$ cat config.mk
export PLATFORM = sky130hd
export DESIGN_NAME = axi_slave_arbiter
export DESIGN_NICKNAME = d
export VERILOG_FILES = /design/src/rtl/axi_slave_arbiter.sv
export SDC_FILE = /design/constraint.sdc
export NUM_CORES = 1
export LEC_CHECK = 0
export ABC_AREA = 1
export BUFFER_PORTS_ARGS = -buffer_cell sky130_fd_sc_hd__buf_2
export CAP_MARGIN = 20
export CORE_AREA = 2 2 91 93
export CTS_CLUSTER_DIAMETER = 200
export DETAILED_ROUTE_END_ITERATION = 8
export DIE_AREA = 0 0 93 95
export PLACE_DENSITY_LB_ADDON = 0.08
export RECOVER_POWER = 25
export SETUP_SLACK_MARGIN = 0.2
export SYNTH_ARGS = -nofsm -noshare
export SYNTH_HDL_FRONTEND = slang
export SYNTH_SLANG_ARGS = --single-unit
$ cat constraint.sdc
create_clock -name aclk -period 2.35 [get_ports aclk]
set_clock_uncertainty 0.1 [all_clocks]
set_input_delay 0.235 -clock aclk [delete_from_list [all_inputs] [get_ports aclk]]
set_output_delay 0.235 -clock aclk [all_outputs]
set_load 0.1 [all_outputs]
$ cat src/rtl/axi_slave_arbiter.sv
// Two-master to one-slave arbiter for single-beat AXI writes and reads.
// The write and read paths arbitrate independently with round-robin priority
// and forward the granted master's handshakes to the slave.
// Optional build macro ARB_STATS_EN adds per-master completion counters
// (wr_cnt0, wr_cnt1, rd_cnt0, rd_cnt1).
//
// Write FSM
//   state | meaning
//   WI    | idle, waiting for any m_awvalid
//   WA    | forwarding AW and W of the granted master until both accepted
//   WB    | routing the write response back to the granted master
// Read FSM
//   state | meaning
//   RI    | idle, waiting for any m_arvalid
//   RA    | forwarding AR of the granted master until accepted
//   RD    | routing read data back to the granted master
module axi_slave_arbiter #(
    parameter int ADDR_WIDTH = 3,
    parameter int DATA_WIDTH = 32,
    parameter int STRB_WIDTH = 4,
    parameter int RESP_WIDTH = 2
) (
    input  logic                      aclk,
    input  logic                      areset,
    input  logic [1:0]                m_awvalid,
    input  logic [2*ADDR_WIDTH-1:0]   m_awaddr,
    output logic [1:0]                m_awready,
    input  logic [1:0]                m_wvalid,
    input  logic [2*DATA_WIDTH-1:0]   m_wdata,
    input  logic [2*STRB_WIDTH-1:0]   m_wstrb,
    output logic [1:0]                m_wready,
    output logic [1:0]                m_bvalid,
    output logic [RESP_WIDTH-1:0]     m_bresp,
    input  logic [1:0]                m_bready,
    input  logic [1:0]                m_arvalid,
    input  logic [2*ADDR_WIDTH-1:0]   m_araddr,
    output logic [1:0]                m_arready,
    output logic [1:0]                m_rvalid,
    output logic [DATA_WIDTH-1:0]     m_rdata,
    output logic [RESP_WIDTH-1:0]     m_rresp,
    input  logic [1:0]                m_rready,
    output logic                      s_awid,
    output logic                      s_awvalid,
    output logic [ADDR_WIDTH-1:0]     s_awaddr,
    input  logic                      s_awready,
    output logic                      s_wvalid,
    output logic [DATA_WIDTH-1:0]     s_wdata,
    output logic [STRB_WIDTH-1:0]     s_wstrb,
    output logic                      s_wlast,
    input  logic                      s_wready,
    input  logic                      s_bvalid,
    input  logic [RESP_WIDTH-1:0]     s_bresp,
    output logic                      s_bready,
    output logic                      s_arid,
    output logic                      s_arvalid,
    output logic [ADDR_WIDTH-1:0]     s_araddr,
    input  logic                      s_arready,
    input  logic                      s_rvalid,
    input  logic [DATA_WIDTH-1:0]     s_rdata,
    input  logic [RESP_WIDTH-1:0]     s_rresp,
    output logic                      s_rready
`ifdef ARB_STATS_EN
    ,
    output logic [15:0]               wr_cnt0,
    output logic [15:0]               wr_cnt1,
    output logic [15:0]               rd_cnt0,
    output logic [15:0]               rd_cnt1
`endif
);

    typedef enum logic [1:0] {WI, WA, WB} wstate_t;
    typedef enum logic [1:0] {RI, RA, RD} rstate_t;

    wstate_t wstate;
    rstate_t rstate;
    logic    wgnt, wlast, aw_done, w_done;
    logic    rgnt, rlast;
    logic    aw_hs, w_hs, b_hs, ar_hs, r_hs;

    // Lone requester wins; on a tie the master that did not win last time goes.
    function automatic logic pick(input logic [1:0] req, input logic last);
        if (req == 2'b11)
            return ~last;
        return req[1];
    endfunction

    assign aw_hs = s_awvalid & s_awready;
    assign w_hs  = s_wvalid & s_wready;
    assign b_hs  = s_bvalid & s_bready;
    assign ar_hs = s_arvalid & s_arready;
    assign r_hs  = s_rvalid & s_rready;

    // Write-side steering: payload always muxed from the grant, handshakes gated by state.
    always_comb begin
        m_awready = 2'b00;
        m_wready  = 2'b00;
        m_bvalid  = 2'b00;
        s_awvalid = 1'b0;
        s_wvalid  = 1'b0;
        s_bready  = 1'b0;
        s_awid    = wgnt;
        s_awaddr  = wgnt ? m_awaddr[2*ADDR_WIDTH-1:ADDR_WIDTH] : m_awaddr[ADDR_WIDTH-1:0];
        s_wdata   = wgnt ? m_wdata[2*DATA_WIDTH-1:DATA_WIDTH] : m_wdata[DATA_WIDTH-1:0];
        s_wstrb   = wgnt ? m_wstrb[2*STRB_WIDTH-1:STRB_WIDTH] : m_wstrb[STRB_WIDTH-1:0];
        s_wlast   = 1'b1;
        m_bresp   = s_bresp;
        case (wstate)
            WA: begin
                s_awvalid       = m_awvalid[wgnt] & ~aw_done;
                m_awready[wgnt] = s_awready & ~aw_done;
                s_wvalid        = m_wvalid[wgnt] & ~w_done;
                m_wready[wgnt]  = s_wready & ~w_done;
            end
            WB: begin
                m_bvalid[wgnt] = s_bvalid;
                s_bready       = m_bready[wgnt];
            end
            default: ;
        endcase
    end

    // Read-side steering: same scheme as the write side.
    always_comb begin
        m_arready = 2'b00;
        m_rvalid  = 2'b00;
        s_arvalid = 1'b0;
        s_rready  = 1'b0;
        s_arid    = rgnt;
        s_araddr  = rgnt ? m_araddr[2*ADDR_WIDTH-1:ADDR_WIDTH] : m_araddr[ADDR_WIDTH-1:0];
        m_rdata   = s_rdata;
        m_rresp   = s_rresp;
        case (rstate)
            RA: begin
                s_arvalid       = m_arvalid[rgnt];
                m_arready[rgnt] = s_arready;
            end
            RD: begin
                m_rvalid[rgnt] = s_rvalid;
                s_rready       = m_rready[rgnt];
            end
            default: ;
        endcase
    end

    // Write FSM: grant, collect AW and W acceptance in any order, then wait for B.
    always_ff @(posedge aclk or posedge areset) begin
        if (areset) begin
            wstate  <= WI;
            wgnt    <= 1'b0;
            wlast   <= 1'b1;
            aw_done <= 1'b0;
            w_done  <= 1'b0;
        end else begin
            case (wstate)
                WI: begin
                    if (|m_awvalid) begin
                        wgnt    <= pick(m_awvalid, wlast);
                        aw_done <= 1'b0;
                        w_done  <= 1'b0;
                        wstate  <= WA;
                    end
                end
                WA: begin
                    if (aw_hs)
                        aw_done <= 1'b1;
                    if (w_hs)
                        w_done <= 1'b1;
                    if ((aw_done | aw_hs) & (w_done | w_hs))
                        wstate <= WB;
                end
                WB: begin
                    if (b_hs) begin
                        wlast  <= wgnt;
                        wstate <= WI;
                    end
                end
                default: wstate <= WI;
            endcase
        end
    end

    // Read FSM: grant, forward AR, then wait for the R beat.
    always_ff @(posedge aclk or posedge areset) begin
        if (areset) begin
            rstate <= RI;
            rgnt   <= 1'b0;
            rlast  <= 1'b1;
        end else begin
            case (rstate)
                RI: begin
                    if (|m_arvalid) begin
                        rgnt   <= pick(m_arvalid, rlast);
                        rstate <= RA;
                    end
                end
                RA: begin
                    if (ar_hs)
                        rstate <= RD;
                end
                RD: begin
                    if (r_hs) begin
                        rlast  <= rgnt;
                        rstate <= RI;
                    end
                end
                default: rstate <= RI;
            endcase
        end
    end

`ifdef ARB_STATS_EN
    // Saturating count of completed write responses per master.
    always_ff @(posedge aclk or posedge areset) begin
        if (areset) begin
            wr_cnt0 <= '0;
            wr_cnt1 <= '0;
        end else if (b_hs) begin
            if (!wgnt && wr_cnt0 != 16'hFFFF)
                wr_cnt0 <= wr_cnt0 + 16'd1;
            if (wgnt && wr_cnt1 != 16'hFFFF)
                wr_cnt1 <= wr_cnt1 + 16'd1;
        end
    end

    // Saturating count of completed read beats per master.
    always_ff @(posedge aclk or posedge areset) begin
        if (areset) begin
            rd_cnt0 <= '0;
            rd_cnt1 <= '0;
        end else if (r_hs) begin
            if (!rgnt && rd_cnt0 != 16'hFFFF)
                rd_cnt0 <= rd_cnt0 + 16'd1;
            if (rgnt && rd_cnt1 != 16'hFFFF)
                rd_cnt1 <= rd_cnt1 + 16'd1;
        end
    end
`endif

endmodule
==> metrics, run 1 <==
status=finished, final reports clean; sequential cell area=255 um^2; Max-Slew Margin vs Limit=65.6%; crit path max fanout=6; clk root buf=clkbuf_8; Core Rows=33; final hold violations=0; most frequent cells in the layout=119 x nand2_1, 114 x buf_2, 47 x buf_12; vias in the first global route=1826; DIE HEIGHT=95 um; die area=8840 um^2; Initial Util=19.1%; Fill cells=842; # resized after CTS=0; DR DRC count=0; placed insts=497; ANT cells=0; WP data arrival=1.67 ns; CP Class=reg -> out; Vias/cell=4.01; CTS sink cnt=10; total number of vias=2012; largest cells by area after synthesis=nand2_1 39%, buf_4 18%, dfrtp_1 13%, inv_1 4.0%, nor3_1 3.6%; total track usage=12.6%; First DRT Iteration DRCs=61; R2R depth=9; area growth from synthesis to layout=106%; flops & latches, synth=10; Avg Cell Area, Syn=5.44 um^2; CTS tree=done; Worst-Skew Late Latency=0.24 ns; area occupied by multi-input gates=1080 um^2; Die W=93 um; Seq/Total Area, Yosys=16.7%; area share of the largest cell type after synthesis=39.2%; asr flop ratio synth=100%; Max Buffers Root-to-Sink=2; post-route cell area=3120 um^2; multiplexer share of the synthesized area=0%; Setup crit start=wstate[1]$_DFFE_PP0P_; largest net degree at the start of global routing=47; commonest non-fill, non-tap cell in the layout=nand2_1; Most used DFF post-synth=dfrtp_1; synth unique cells=26; Period minus WS final=2.01 ns; Min Hold Slack=0.143 ns; unrepaired setup endpoints after global routing=false; synthesized area=1510 um^2; Crit. End Element=output port; Hold Crit Depth=3; dpl hpwl=5.03 mm; hold_sp=s_rvalid; IO Port Bufs=159; non-filler cells, final=502; initial antenna violation count=0; wirelength, routed=5.99 mm; number of enable flip-flop cells after synthesis=0; Max Clock Freq=0.498 GHz; Routed Antenna Nets=0; area leader, netlist=nand2_1; share of cells above drive strength 1=58.2%; CTS buffer count=3; placer congestion estimate=0.744; TritonRoute pass-1 iters=4; largest family of logic cells by synthesized area=simple AND/OR/NAND/NOR gates; clock transition at the registers of the reported paths=0.05 ns; Final period util=85.4%; Synth Area in Compound Gates=5.22%; worst slew pin tran=0.520 ns; Slew Viols, Final=0; Required @ worst endpoint=2.02 ns; adder-cell share of the synthesized area=0%; Place WS=0.581 ns; RR Startpoint=s_awid$_DFFE_PP0P_; synth warn=0; DP Area=3050 um^2; H-Tree Depth=1; Nets=535; postcts setup bufs=0; Syn Nets=415; Hold-fix buffers, CTS=1; first-pass GRT wire length=9.05 mm; Ports=233; Worst Slack Setup Final=0.344 ns; core area=7930 um^2; final setup violation count=0; Post-Syn Instances=278; grt total ovfl=0; Synth Area in XOR/XNOR=0%; Hold/Removal Path Class=in -> reg; Setup crit start kind=register; WL per Instance=11.9 um; number of max-cap violations=0; simple-gate share of the synthesized area=50.2%
routing by layer:
| metal | up-vias | GRT usage, % | part of all wire [%] |
|---|---|---|---|
| met1 | 872 | 15.4 | 40 |
| met4 | 0 | 2.08 | 0.68 |
| met5 | - | 0 | 0 |
| met2 | 91 | 22.9 | 50 |
| li1 | 1041 | - | - |
| met3 | 8 | 2.95 | 9.4 |
cells in the mapped netlist (2+ instances only):
library cell    n
nand2_1       158
buf_4          37
inv_1          16
nor3_1         11
dfrtp_1         8
nor2_1          8
o21ai_0         6
buf_2           4
clkbuf_1        4
buf_6           3
nand4_1         3
a21oi_1         2
a21oi_2         2
dfstp_2         2
nand2_4         2
nand3_1         2
cells by family after synthesis:
kind of cell	after synthesis
AND/OR/NAND/NOR	188
buffers and inverters	66
AO/OA/AOI/OAI	13
flip-flops	10
other	1
stage by stage:
| step | TNS [ns] | util [%] |
|---|---|---|
| finish | 0 | 39.3 |
| global route | 0 | 39.3 |
| CTS | 0 | 39.3 |
| detailed placement | 0 | 38.5 |
| global placement | 0 | 38.5 |
| floorplan | -0.0518 | - |
cell type report:
cell class | count | share of cell area, %
clock buffer | 4 | 1.77
inverter | 18 | 2.25
multi-input combinational | 202 | 34.6
sequential | 10 | 8.19
tap | 105 | 4.21
timing repair buffer | 163 | 49.0
sequential cells by signal, summed over array words and instances (netlist names):
name,flops
wlast,1
s_awid,1
aw_done,1
s_arid,1
w_done,1
wstate,2
rstate,2
rlast,1
path summary, 6_finish.rpt:
check / endpoint / slack [ns]
setup / recovery: m_wready[0] / 0.34
hold / removal: rlast$_DFFE_PP1P_ / 0.14
setup reg to reg: wstate[0]$_DFFE_PP0P_ / 0.77
hold reg to reg: wlast$_DFFE_PP1P_ / 0.37
max in group asynchronous: rlast$_DFFE_PP1P_ / 1.41
min in group asynchronous: rstate[0]$_DFFE_PP0P_ / 0.42
critical path: stages (launching register included):
cell	delay, ns
dfrtp_1	0.37
inv_1	0.08
nand2_1	0.28
nor3_2	0.23
buf_2	0.47
Power of run 1 is left out: the tool's default activity adds up to more than one toggle a clock period on the data nets, which glitch-free logic cannot reach.
==> run 2: changes to the inputs <==
- CORE_AREA: 2 2 91 93 -> 2 2 90 92
- DIE_AREA: 0 0 93 95 -> 0 0 92 94
- clock period: 2.35 -> 1.8 ns (I/O delays scaled with it)
==> run 2 against run 1 <==
Net effect:
- global-route usage grew 2.4 points
- utilization up 18 points
- first-iteration DRC count fell by 51%
- die area is 2.1% lower
- sequential share of layout area is 2.2 points lower
- critical path type unchanged
- largest cell class unchanged
- highest routed layer unchanged
==> metrics, run 2 (synthesis gave the netlist of run 1 again) <==
total number of vias=2176; final core occ=57.3%; Fill cells=695; first-pass GRT wire length=10.5 mm; total track usage=15.0%; Max Clock Freq=0.575 GHz; Final period util=96.6%; wirelength, routed=6.77 mm; Initial Util=19.9%; share of cells above drive strength 1=74.6%; Routed Antenna Nets=0; First DRT Iteration DRCs=30; hold_sp=s_arready; unrepaired setup endpoints after global routing=true; initial antenna violation count=0; Max Buffers Root-to-Sink=2; crit path max fanout=9; Worst-Skew Late Latency=0.24 ns; clock transition at the registers of the reported paths=0.05 ns; CTS sink cnt=10; DIE HEIGHT=94 um; placer congestion estimate=0.755; Required @ worst endpoint=1.52 ns; Nets=559; WP data arrival=1.46 ns; RR Startpoint=s_awid$_DFFE_PP0P_; CTS tree=done; Die W=92 um; die area=8650 um^2; Setup crit start kind=register; Min Hold Slack=0.0845 ns; Hold Crit Depth=3; DP Area=3820 um^2; DR DRC count=0; dpl hpwl=5.09 mm; grt total ovfl=0; status=finished, final reports clean; Place WS=0.308 ns; CP Class=reg -> out; largest net degree at the start of global routing=19; Vias/cell=4.16; R2R depth=7; Critical R2R Capture=wstate[1]$_DFFE_PP0P_; sequential cell area=260 um^2; Largest regs=rstate: 2 flops, wstate: 2 flops; Hold/Removal Path Class=in -> reg; commonest non-fill, non-tap cell in the layout=buf_2; WL per Instance=12.9 um; area growth from synthesis to layout=189%; ANT cells=0; hold endpoint=rstate[1]$_DFFE_PP0P_; H-Tree Depth=1; IO Port Bufs=159; Worst Slack Setup Final=0.0612 ns; Period minus WS final=1.74 ns; Slew Viols, Final=0; Crit. End Element=output port; most frequent cells in the layout=101 x buf_2, 67 x nand2_1, 64 x buf_12; clk root buf=clkbuf_8; CTS buffer count=3; TritonRoute pass-1 iters=4; final hold violations=0; r2r setup slk=0.32 ns; Core Rows=32; vias in the first global route=2221; area occupied by multi-input gates=1740 um^2; number of max-cap violations=0; core area=7610 um^2; Ports=233; final setup violation count=0; post-route cell area=4360 um^2
## run 2: cell count changes in the layout (fill, tap and decap cells not counted), sizes merged
cell    change
clkbuf      +1
buf        +23
clkinv      +1
inv         -1
## run 2: cell type report
type | count | share of cell area [%]
clock buffers | 4 | 1.26
repair buffers | 187 | 47.8
inverters | 18 | 2.07
well taps | 102 | 2.93
multi-input cells | 202 | 39.9
flip-flops and latches | 10 | 5.97
## run 2: worst max-delay path, cell delays in order (launching register included)
cell	delay, ns
dfrtp_4	0.49
clkinv_8	0.12
buf_12	0.14
buf_16	0.13
nand2_2	0.11
nand2_8	0.06
buf_12	0.16
## run 2: repair_timing
action,CTS,global route
gates resized for setup,43,28
setup buffers,9,5
hold buffers,1,0
cloned,5,1
pin swaps,6,4
hold endpoints to repair,8,0
endpoints found under the setup margin,52,58
## run 2: stage by stage
stage / cells / setup TNS, ns
global placement: 498 / 0
detailed placement: 498 / 0
finish: 523 / 0
global route: 523 / 0
CTS: 517 / 0
floorplan: 278 / -2.21
## run 2: routing by layer
layer / global-route usage, % / wire length [um] / vias to the layer above
li1: - / - / 1098
met1: 16.4 / 2480 / 980
met2: 29.2 / 3750 / 86
met3: 3.61 / 454 / 12
met4: 2.99 / 80 / 0
met5: 0 / 0 / -
## run 2: worst max path at each step
stage	from	slack (ns)	cells past startpoint	end
2_1_floorplan	s_awid$_DFFE_PP0P_	-0.36	5	m_bvalid[1]
3_3_place_gp	s_awid$_DFFE_PP0P_	0.32	5	s_wdata[15]
3_5_place_dp	s_awid$_DFFE_PP0P_	0.31	5	s_wdata[7]
4_1_cts	s_awid$_DFFE_PP0P_	0.06	5	s_bready
5_1_grt	s_awid$_DFFE_PP0P_	0.01	6	s_wdata[20]
6_report	s_awid$_DFFE_PP0P_	0.06	6	s_wdata[20]
Power of run 2 is left out for the same reason.
